--- config.mk ---
export PLATFORM = sky130hd
export DESIGN_NAME = pc_fetch
export DESIGN_NICKNAME = d
export VERILOG_FILES = /design/src/rtl/nano_pkg.sv /design/src/rtl/pc_next.sv /design/src/rtl/pc_fetch.sv
export SDC_FILE = /design/constraint.sdc
export NUM_CORES = 1
export LEC_CHECK = 0
export ABC_CLOCK_PERIOD_IN_PS = 3050
export BUFFER_PORTS_ARGS = -buffer_cell sky130_fd_sc_hd__buf_2
export CORE_MARGIN = 8
export CORE_UTILIZATION = 35
export CTS_BUF_LIST = sky130_fd_sc_hd__clkbuf_8
export DETAILED_ROUTE_END_ITERATION = 6
export HOLD_SLACK_MARGIN = 0.03
export SLEW_MARGIN = 5
export SYNTH_ARGS = -nofsm -noshare
export SYNTH_HDL_FRONTEND = slang
export SYNTH_SLANG_ARGS = --single-unit
--- constraint.sdc ---
create_clock -name clk -period 3.05 [get_ports clk]
set_input_delay 0.4575 -clock clk [delete_from_list [all_inputs] [get_ports clk]]
set_output_delay 0.4575 -clock clk [all_outputs]
set_load 0.1 [all_outputs]
--- src/rtl/nano_pkg.sv ---
// Shared definitions for the nano CPU: widths, instruction field positions,
// opcodes and the fetch FSM encoding used by both fetch unit and controller.
package nano_pkg;

    localparam int PC_W = 8;
    localparam int IR_W = 16;

    localparam int OP_MSB  = 15;
    localparam int OP_LSB  = 12;
    localparam int RA_MSB  = 11;
    localparam int RA_LSB  = 10;
    localparam int RB_MSB  = 9;
    localparam int RB_LSB  = 8;
    localparam int IMM_MSB = 7;
    localparam int IMM_LSB = 0;

    // Number of WAIT cycles tolerated before a read is declared lost.
    localparam int WAIT_LIMIT = 15;

    typedef enum logic [3:0] {
        OP_NOP = 4'h0,
        OP_LD  = 4'h1,
        OP_ST  = 4'h2,
        OP_ADD = 4'h3,
        OP_SUB = 4'h4,
        OP_AND = 4'h5,
        OP_OR  = 4'h6,
        OP_LDI = 4'h7,
        OP_JMP = 4'h8,
        OP_BEQ = 4'h9,
        OP_BNE = 4'hA
    } opcode_e;

    typedef enum logic [1:0] {
        ST_FETCH = 2'd0,
        ST_WAIT  = 2'd1,
        ST_READY = 2'd2
    } fetch_state_e;

endpackage

--- src/rtl/pc_next.sv ---
// Combinational next-PC selection: absolute jump, PC-relative branch or
// sequential increment, all wrapping modulo 2**PC_W.
module pc_next
    import nano_pkg::*;
(
    input  logic [PC_W-1:0] pc_i,
    input  logic [PC_W-1:0] imm_i,
    input  logic            sel_jmp_i,
    input  logic            sel_desv_i,
    output logic [PC_W-1:0] pc_next_o
);

    logic        [PC_W-1:0] pc_inc;
    logic signed [PC_W-1:0] offset;

    assign pc_inc = pc_i + PC_W'(1);
    // Offset and PC share a width, so sign-extension wraps for free.
    assign offset = signed'(imm_i);

    always_comb begin
        pc_next_o = pc_inc;
        if (sel_jmp_i) begin
            pc_next_o = imm_i;
        end else if (sel_desv_i) begin
            pc_next_o = pc_inc + PC_W'(offset);
        end
    end

endmodule

--- src/rtl/pc_fetch.sv ---
// Instruction fetch unit: owns PC and IR, issues memory reads, waits for
// acknowledge with a bounded timeout, and presents decoded IR fields.
module pc_fetch
    import nano_pkg::*;
(
    input  logic             clk,
    input  logic             rst,
    input  logic             LdPC,
    input  logic             SelJMP,
    input  logic             SelDesv,
    output logic [PC_W-1:0]  imem_addr,
    output logic             imem_rd,
    input  logic [IR_W-1:0]  imem_data,
    input  logic             imem_ack,
    output logic [3:0]       OP,
    output logic [1:0]       RegA,
    output logic [1:0]       RegB,
    output logic [7:0]       Imm,
    output logic [PC_W-1:0]  PC,
    output logic             instr_valid,
    output logic             fetch_err
);

    fetch_state_e    state_q, state_d;
    logic [PC_W-1:0] pc_q, pc_d, pc_nxt;
    logic [IR_W-1:0] ir_q, ir_d;
    logic [3:0]      wcnt_q, wcnt_d;
    logic            err_q, err_d;
    logic            stall_q, stall_d;

    pc_next u_pc_next (
        .pc_i       (pc_q),
        .imm_i      (ir_q[IMM_MSB:IMM_LSB]),
        .sel_jmp_i  (SelJMP),
        .sel_desv_i (SelDesv),
        .pc_next_o  (pc_nxt)
    );

    always_comb begin
        state_d = state_q;
        pc_d    = pc_q;
        ir_d    = ir_q;
        wcnt_d  = wcnt_q;
        err_d   = err_q;
        stall_d = 1'b0;
        unique case (state_q)
            ST_FETCH: begin
                // A stalled FETCH cycle keeps imem_rd low, so any ack is ignored.
                if (!stall_q) begin
                    if (imem_ack) begin
                        ir_d    = imem_data;
                        state_d = ST_READY;
                    end else begin
                        state_d = ST_WAIT;
                    end
                end
            end
            ST_WAIT: begin
                if (imem_ack) begin
                    ir_d    = imem_data;
                    wcnt_d  = '0;
                    state_d = ST_READY;
                end else if (wcnt_q == 4'(WAIT_LIMIT - 1)) begin
                    err_d   = 1'b1;
                    stall_d = 1'b1;
                    wcnt_d  = '0;
                    state_d = ST_FETCH;
                end else begin
                    wcnt_d  = wcnt_q + 4'd1;
                end
            end
            ST_READY: begin
                if (LdPC) begin
                    pc_d    = pc_nxt;
                    wcnt_d  = '0;
                    state_d = ST_FETCH;
                end
            end
            default: state_d = ST_FETCH;
        endcase
    end

    // Reset leaves one idle cycle (stall) so the abandoned read is not re-acked.
    always_ff @(posedge clk) begin
        if (rst) begin
            state_q <= ST_FETCH;
            pc_q    <= '0;
            ir_q    <= '0;
            wcnt_q  <= '0;
            err_q   <= 1'b0;
            stall_q <= 1'b1;
        end else begin
            state_q <= state_d;
            pc_q    <= pc_d;
            ir_q    <= ir_d;
            wcnt_q  <= wcnt_d;
            err_q   <= err_d;
            stall_q <= stall_d;
        end
    end

    assign imem_rd     = (state_q != ST_READY) && !stall_q;
    assign imem_addr   = pc_q;
    assign PC          = pc_q;
    assign instr_valid = (state_q == ST_READY);
    assign fetch_err   = err_q;
    assign OP          = ir_q[OP_MSB:OP_LSB];
    assign RegA        = ir_q[RA_MSB:RA_LSB];
    assign RegB        = ir_q[RB_MSB:RB_LSB];
    assign Imm         = ir_q[IMM_MSB:IMM_LSB];

endmodule
==> results.py, run 1 <==
metrics = {
    "status": {
        "run_status": "finished clean",
    },
    "critical_path": {
        "worstPathRequired_ps": 3230,
        "path_max_fanout": 7,
        "critPathArrivalTime_ps": 2550,
        "crit_path_end_kind": "flip-flop",
        "path_class": "flip-flop to flip-flop",
        "start_kind": "flip-flop",
        "reg2regPathDepth": 10,
    },
    "clock_network": {
        "cts_sinks": 32,
        "clkTransAtPathRegs_ps": 70,
        "clock_latency_ps": 280,
        "cts_hold_buffers": 0,
        "cts_buffers": 5,
        "cts-root-buf": "clkbuf_8",
        "clk_path_buf_depth": 2,
        "cts_resized": 0,
        "cts_tree": "yes",
        "cts.htree.levels": 2,
        "post_cts_buffers": 0,
    },
    "synth": {
        "yosys_warnings": 0,
        "ys_seq_area_share_pct": 34.4,
        "synthCells": 219,
        "synth_edf_count": 0,
        "ys_ff_latch": 32,
        "synthesis.area_um2": 1860,
        "synth-main-ff-cell": "dfxtp_1",
        "async_flop_share_pct": 0,
        "synth_cell_types": 42,
        "synth_area_per_cell_um2": 8.50,
        "synth_nets": 253,
    },
    "sta": {
        "setup_viol_count_final": 0,
        "fmax_ghz": 0.422,
        "finalMaxSlewViolations": 0,
        "slew_headroom_pct": 35.7,
        "period_minus_slack_ps": 2370,
        "fin_skew_ps": 3.77,
        "post-route-period-util_pct": 77.7,
        "finalSetupTns_ps": 0,
        "finalHoldViolCount": 0,
        "worstMarginPinSlew_ps": 965,
        "rsz0062_at_grt": "false",
    },
    "cells_and_area": {
        "fillCellCount": 525,
        "nets": 299,
        "final_common_cell": "buf_2",
        "regArea_um2": 642,
        "multi_input_area_um2": 1080,
        "antenna_cells": 0,
        "area_growth_syn_to_layout_pct": 21.1,
        "final_cell_mix": "buf_2, nor2_1, dfxtp_1, a21oi_1, mux2i_1",
        "fin_util_pct": 44.1,
        "drive_gt1_share_pct": 26.3,
    },
    "global_routing": {
        "first_global_vias": 1624,
        "grt_max_degree": 33,
        "grt_usage_pct": 12.4,
        "antenna_found_initial": 0,
        "grt_overflow": 0,
        "grt_pass1_wl_mm": 7.63,
    },
    "route": {
        "postRouteAntennaNets": 0,
        "drt_first_pass_iters": 6,
        "drtIter0Drc": 81,
        "via_count": 1666,
        "drc": 0,
        "wire_per_inst_um": 13.9,
        "vias_per_cell": 4.96,
        "drt-total-wl_mm": 4.66,
    },
    "power": {
        "irDropWorstVdd_mv": 0.286,
        "p_per_area_nw_per_um2": 533,
        "p_leak_nw": 1.08,
    },
    "die": {
        "floorplan.initialDensity_pct": 36.5,
        "die_y_um": 88.9,
        "die_area_um2": 7910,
        "die_w_um": 88.9,
        "core_um2": 5110,
        "ios": 57,
        "rows": 26,
    },
    "run": {
        "cap_viol_max_count": 0,
    },
    "placement": {
        "gp_congestion": 0.786,
        "dp_hpwl_mm": 3.44,
        "numPortBuffers": 56,
    },
    "min_path": {
        "min_path_type": "primary input to flip-flop",
        "whs_path_depth": 3,
    },
}
-- worst paths after layout --
check | start | endpoint | slack [ps]
max | PC[1] | PC[7] | 680
min reg2reg | fetch_err | fetch_err | 490
max reg2reg | PC[1] | PC[7] | 680
min | imem_data[10] | ir_q[10] | 400
-- stage by stage --
step / area, um^2 / total power [mW] / instances / setup slack (ps) / hold slack, ps
2_1_floorplan: 1860 / 0.713 / 219 / 8.07 / 489
3_3_place_gp: 2130 / 0.762 / 328 / 781 / 458
3_5_place_dp: 2130 / 0.765 / 328 / 726 / 465
4_1_cts: 2250 / 1.22 / 336 / 684 / 399
5_1_grt: 2250 / 1.25 / 336 / 460 / 418
6_report: 2250 / 1.20 / 336 / 681 / 404
-- logic make-up after synthesis --
family / share of synthesized area, %
simple gates: 18.8
compound gates: 16.1
flops: 34.4
buf+inv: 7.32
mux: 10.3
fa+ha+maj: 8.47
xor+xnor: 4.70
-- report_power, final --
part	switching [mW]	internal, mW
Clock	0.159	0.288
Combinational	0.227	0.0684
Sequential	0.0212	0.437
-- cell usage after synthesis, types with 6 or more instances --
master	count	area (um^2)
inv_1	8	30.0
a21oi_1	20	100
ha_1	11	138
and3_1	7	43.8
mux2i_1	18	180
dfxtp_1	32	641
nor2_1	35	131
xnor2_1	6	52.6
buf_4	10	75.1
o21ai_1	7	35.0
nand2_1	9	33.8
-- worst max-delay path: stages (launching register included) --
cell and delay, ps:
dfxtp_1 420, ha_1 240, nand3_1 120, xnor2_1 200, ha_1 290, a21oi_1 150, o21ai_1 110, a31o_2 280
o22ai_1 140, a311oi_1 110, and3_1 200
-- area by class of cell --
class,instances,area share [%]
multi-input cells,161,48.1
repair buffers,56,12.4
well taps,70,3.88
inverters,9,1.50
clock inverters,1,1.33
flip-flops and latches,32,28.5
clock buffers,7,4.27
-- registers in the layout (all words and copies together), names as in the netlist --
| register | flops |
|---|---|
| ir_q | 16 |
| PC | 8 |
| wcnt_q | 4 |
| state_q | 2 |
| fetch_err | 1 |
| stall_q | 1 |
-- routing by layer --
metal | global-route usage, % | vias to the layer above | part of all wire, %
li1 | - | 850 | -
met1 | 15.5 | 756 | 47
met2 | 19.0 | 53 | 43
met3 | 3.95 | 7 | 8.2
met4 | 5.29 | 0 | 1.5
met5 | 0 | - | 0
No activity file was read; power rests on OpenSTA's default activity.
==> inputs of run 2 (changes only) <==
- ABC_CLOCK_PERIOD_IN_PS: 3050 -> 1900
- clock period: 3.05 -> 1.9 ns (I/O delays scaled with it)
==> run 2 against run 1 <==
Against the previous run: the run now ends with negative setup slack left; die area is the same; sequential power rose by 60%; clock skew is 1.7 ps higher; non-clock buffer count up 29; utilization up 8.6 points; via count up 5.6%; sequential cell count stayed put; register-to-register slack worse by 920 ps; largest cell class unchanged.
==> results.py, run 2 (synthesized netlist as in run 1, its figures left out) <==
metrics = {
    "global_routing": {
        "grt_max_degree": 26,
        "antenna_found_initial": 0,
        "grt_usage_pct": 13.0,
        "grt_overflow": 0,
        "grt_pass1_wl_mm": 8.00,
        "first_global_vias": 1725,
    },
    "cells_and_area": {
        "final_cell_mix": "buf_2, nor2_1, buf_4, dfxtp_1, mux2i_1",
        "nets": 328,
        "largest_reg_flops": 16,
        "final_common_cell": "buf_2",
        "max_flop_register": "ir_q",
        "drive_gt1_share_pct": 46.4,
        "area_growth_syn_to_layout_pct": 44.7,
        "fin_util_pct": 52.7,
        "fillCellCount": 483,
        "stdcell_count": 365,
        "antenna_cells": 0,
    },
    "sta": {
        "worstMarginPinSlew_ps": 491,
        "fin_skew_ps": 5.49,
        "period_minus_slack_ps": 2140,
        "setup_viol_count_final": 6,
        "post-route-period-util_pct": 113,
        "rsz0062_at_grt": "true",
        "finalMaxSlewViolations": 0,
        "fmax_ghz": 0.467,
        "finalHoldViolCount": 0,
        "slew_headroom_pct": 67.1,
        "final.setup.worst_slack_ps": -241,
        "finalSetupTns_ps": -871,
    },
    "min_path": {
        "min_to": "ir_q[3]",
        "worstHoldStart": "imem_data[3]",
        "min_path_type": "primary input to flip-flop",
        "whs_path_depth": 3,
    },
    "critical_path": {
        "r2r_end": "PC[7]",
        "path_max_fanout": 4,
        "worst-path-stages": 10,
        "reg2regPathDepth": 10,
        "path_class": "flip-flop to flip-flop",
        "worstPathRequired_ps": 2080,
        "path_buf_inv": 0,
        "critPathMaxStageDelay_ps": 360,
        "crit_family": "compound AO/OA/AOI/OAI gates",
        "critPathArrivalTime_ps": 2320,
        "r2r-start": "PC[1]",
        "crit_path_end_kind": "flip-flop",
        "crit_start": "PC[1]",
        "crit_chain": "ha_4 > nand3_4 > xnor2_2 > ha_1 > a21oi_2 > o21ai_2 > a31o_4 > nor3b_2 > o211ai_1 > and3_1",
        "rrSetupSlack_ps": -240,
        "crit_slowest_cell": "dfxtp_4",
        "start_kind": "flip-flop",
    },
    "die": {
        "die_w_um": 88.9,
        "core_um2": 5110,
        "die_area_um2": 7910,
        "ios": 57,
        "rows": 26,
        "die_y_um": 88.9,
        "floorplan.initialDensity_pct": 36.5,
    },
    "route": {
        "vias_per_cell": 4.82,
        "via_count": 1759,
        "drt_first_pass_iters": 4,
        "wire_per_inst_um": 13.5,
        "drt-total-wl_mm": 4.93,
        "drc": 0,
        "postRouteAntennaNets": 0,
        "drtIter0Drc": 81,
    },
    "clock_network": {
        "cts_buffers": 5,
        "clkTransAtPathRegs_ps": 70,
        "cts.htree.levels": 2,
        "cts_hold_buffers": 0,
        "clock_latency_ps": 280,
        "cts_tree": "yes",
        "cts-root-buf": "clkbuf_8",
        "clk_path_buf_depth": 2,
        "cts_sinks": 32,
    },
    "power": {
        "p_per_area_nw_per_um2": 705,
        "p_leak_nw": 1.26,
        "irDropWorstVdd_mv": 0.411,
        "fin_total_pwr_mw": 1.90,
    },
    "placement": {
        "gp_congestion": 0.864,
        "dp_hpwl_mm": 3.68,
        "dp.cells": 355,
        "numPortBuffers": 56,
    },
    "status": {
        "violations": "negative setup slack",
        "run_status": "finished, violations left",
    },
    "run": {
        "cap_viol_max_count": 0,
    },
}
run 2: cell count changes in the layout (fill, tap and decap cells not counted), moves of 4 or more:
| cell | delta |
|---|---|
| buf_4 | +29 |
| dfxtp_1 | -11 |
| dfxtp_2 | +6 |
| dfxtp_4 | +5 |
| ha_1 | -6 |
| ha_4 | +4 |
run 2: area by class of cell:
cell class,instances,area [um^2],area share [%]
clock inverter,3,38.8,1.44
inverter,9,33.8,1.25
tap,70,87.6,3.25
timing repair buffer,85,498,18.5
sequential,32,668,24.8
clock buffer,5,68.8,2.55
multi-input combinational,161,1300,48.2
run 2: worst min-delay path, delay by kind of cell:
kind                   cells  cell delay [ps]
AND/OR/NAND/NOR            1               70
buffers and inverters      1               70
multiplexers               1               50
run 2: how the worst max path moves through the flow:
| stage | end | slack (ps) |
|---|---|---|
| 3_3_place_gp | PC[7] | -210 |
| 6_report | PC[7] | -240 |
| 4_1_cts | PC[7] | -270 |
| 5_1_grt | PC[7] | -360 |
| 3_5_place_dp | PC[7] | -250 |
| 2_1_floorplan | PC[7] | -440 |
run 2: through the flow:
step / hold WS [ps] / setup slack, ps / area, um^2
after floorplan: 356 / -438 / 1950
after global placement: 462 / -212 / 2410
after detailed placement: 468 / -248 / 2410
after CTS: 231 / -267 / 2620
after global routing: 244 / -356 / 2690
final: 237 / -241 / 2690
run 2: routing by layer:
layer	track usage, %	part of all wire (%)	routed length (um)	up-vias
met4	5.14	1.4	68	0
met5	0	0	0	-
met2	20.0	46	2260	46
li1	-	-	-	915
met1	16.6	46	2270	793
met3	3.68	6.6	327	5
run 2: power by group:
part           switching [mW]  total (mW)  internal [mW]
clock network           0.241       0.625          0.383
registers              0.0334       0.731          0.698
logic                   0.386       0.542          0.156
run 2: repair_timing:
item	4_1_cts	5_1_grt
endpoints found under the setup margin	5	6
pin swaps	16	13
resized for setup	12	12
buffers inserted	2	0
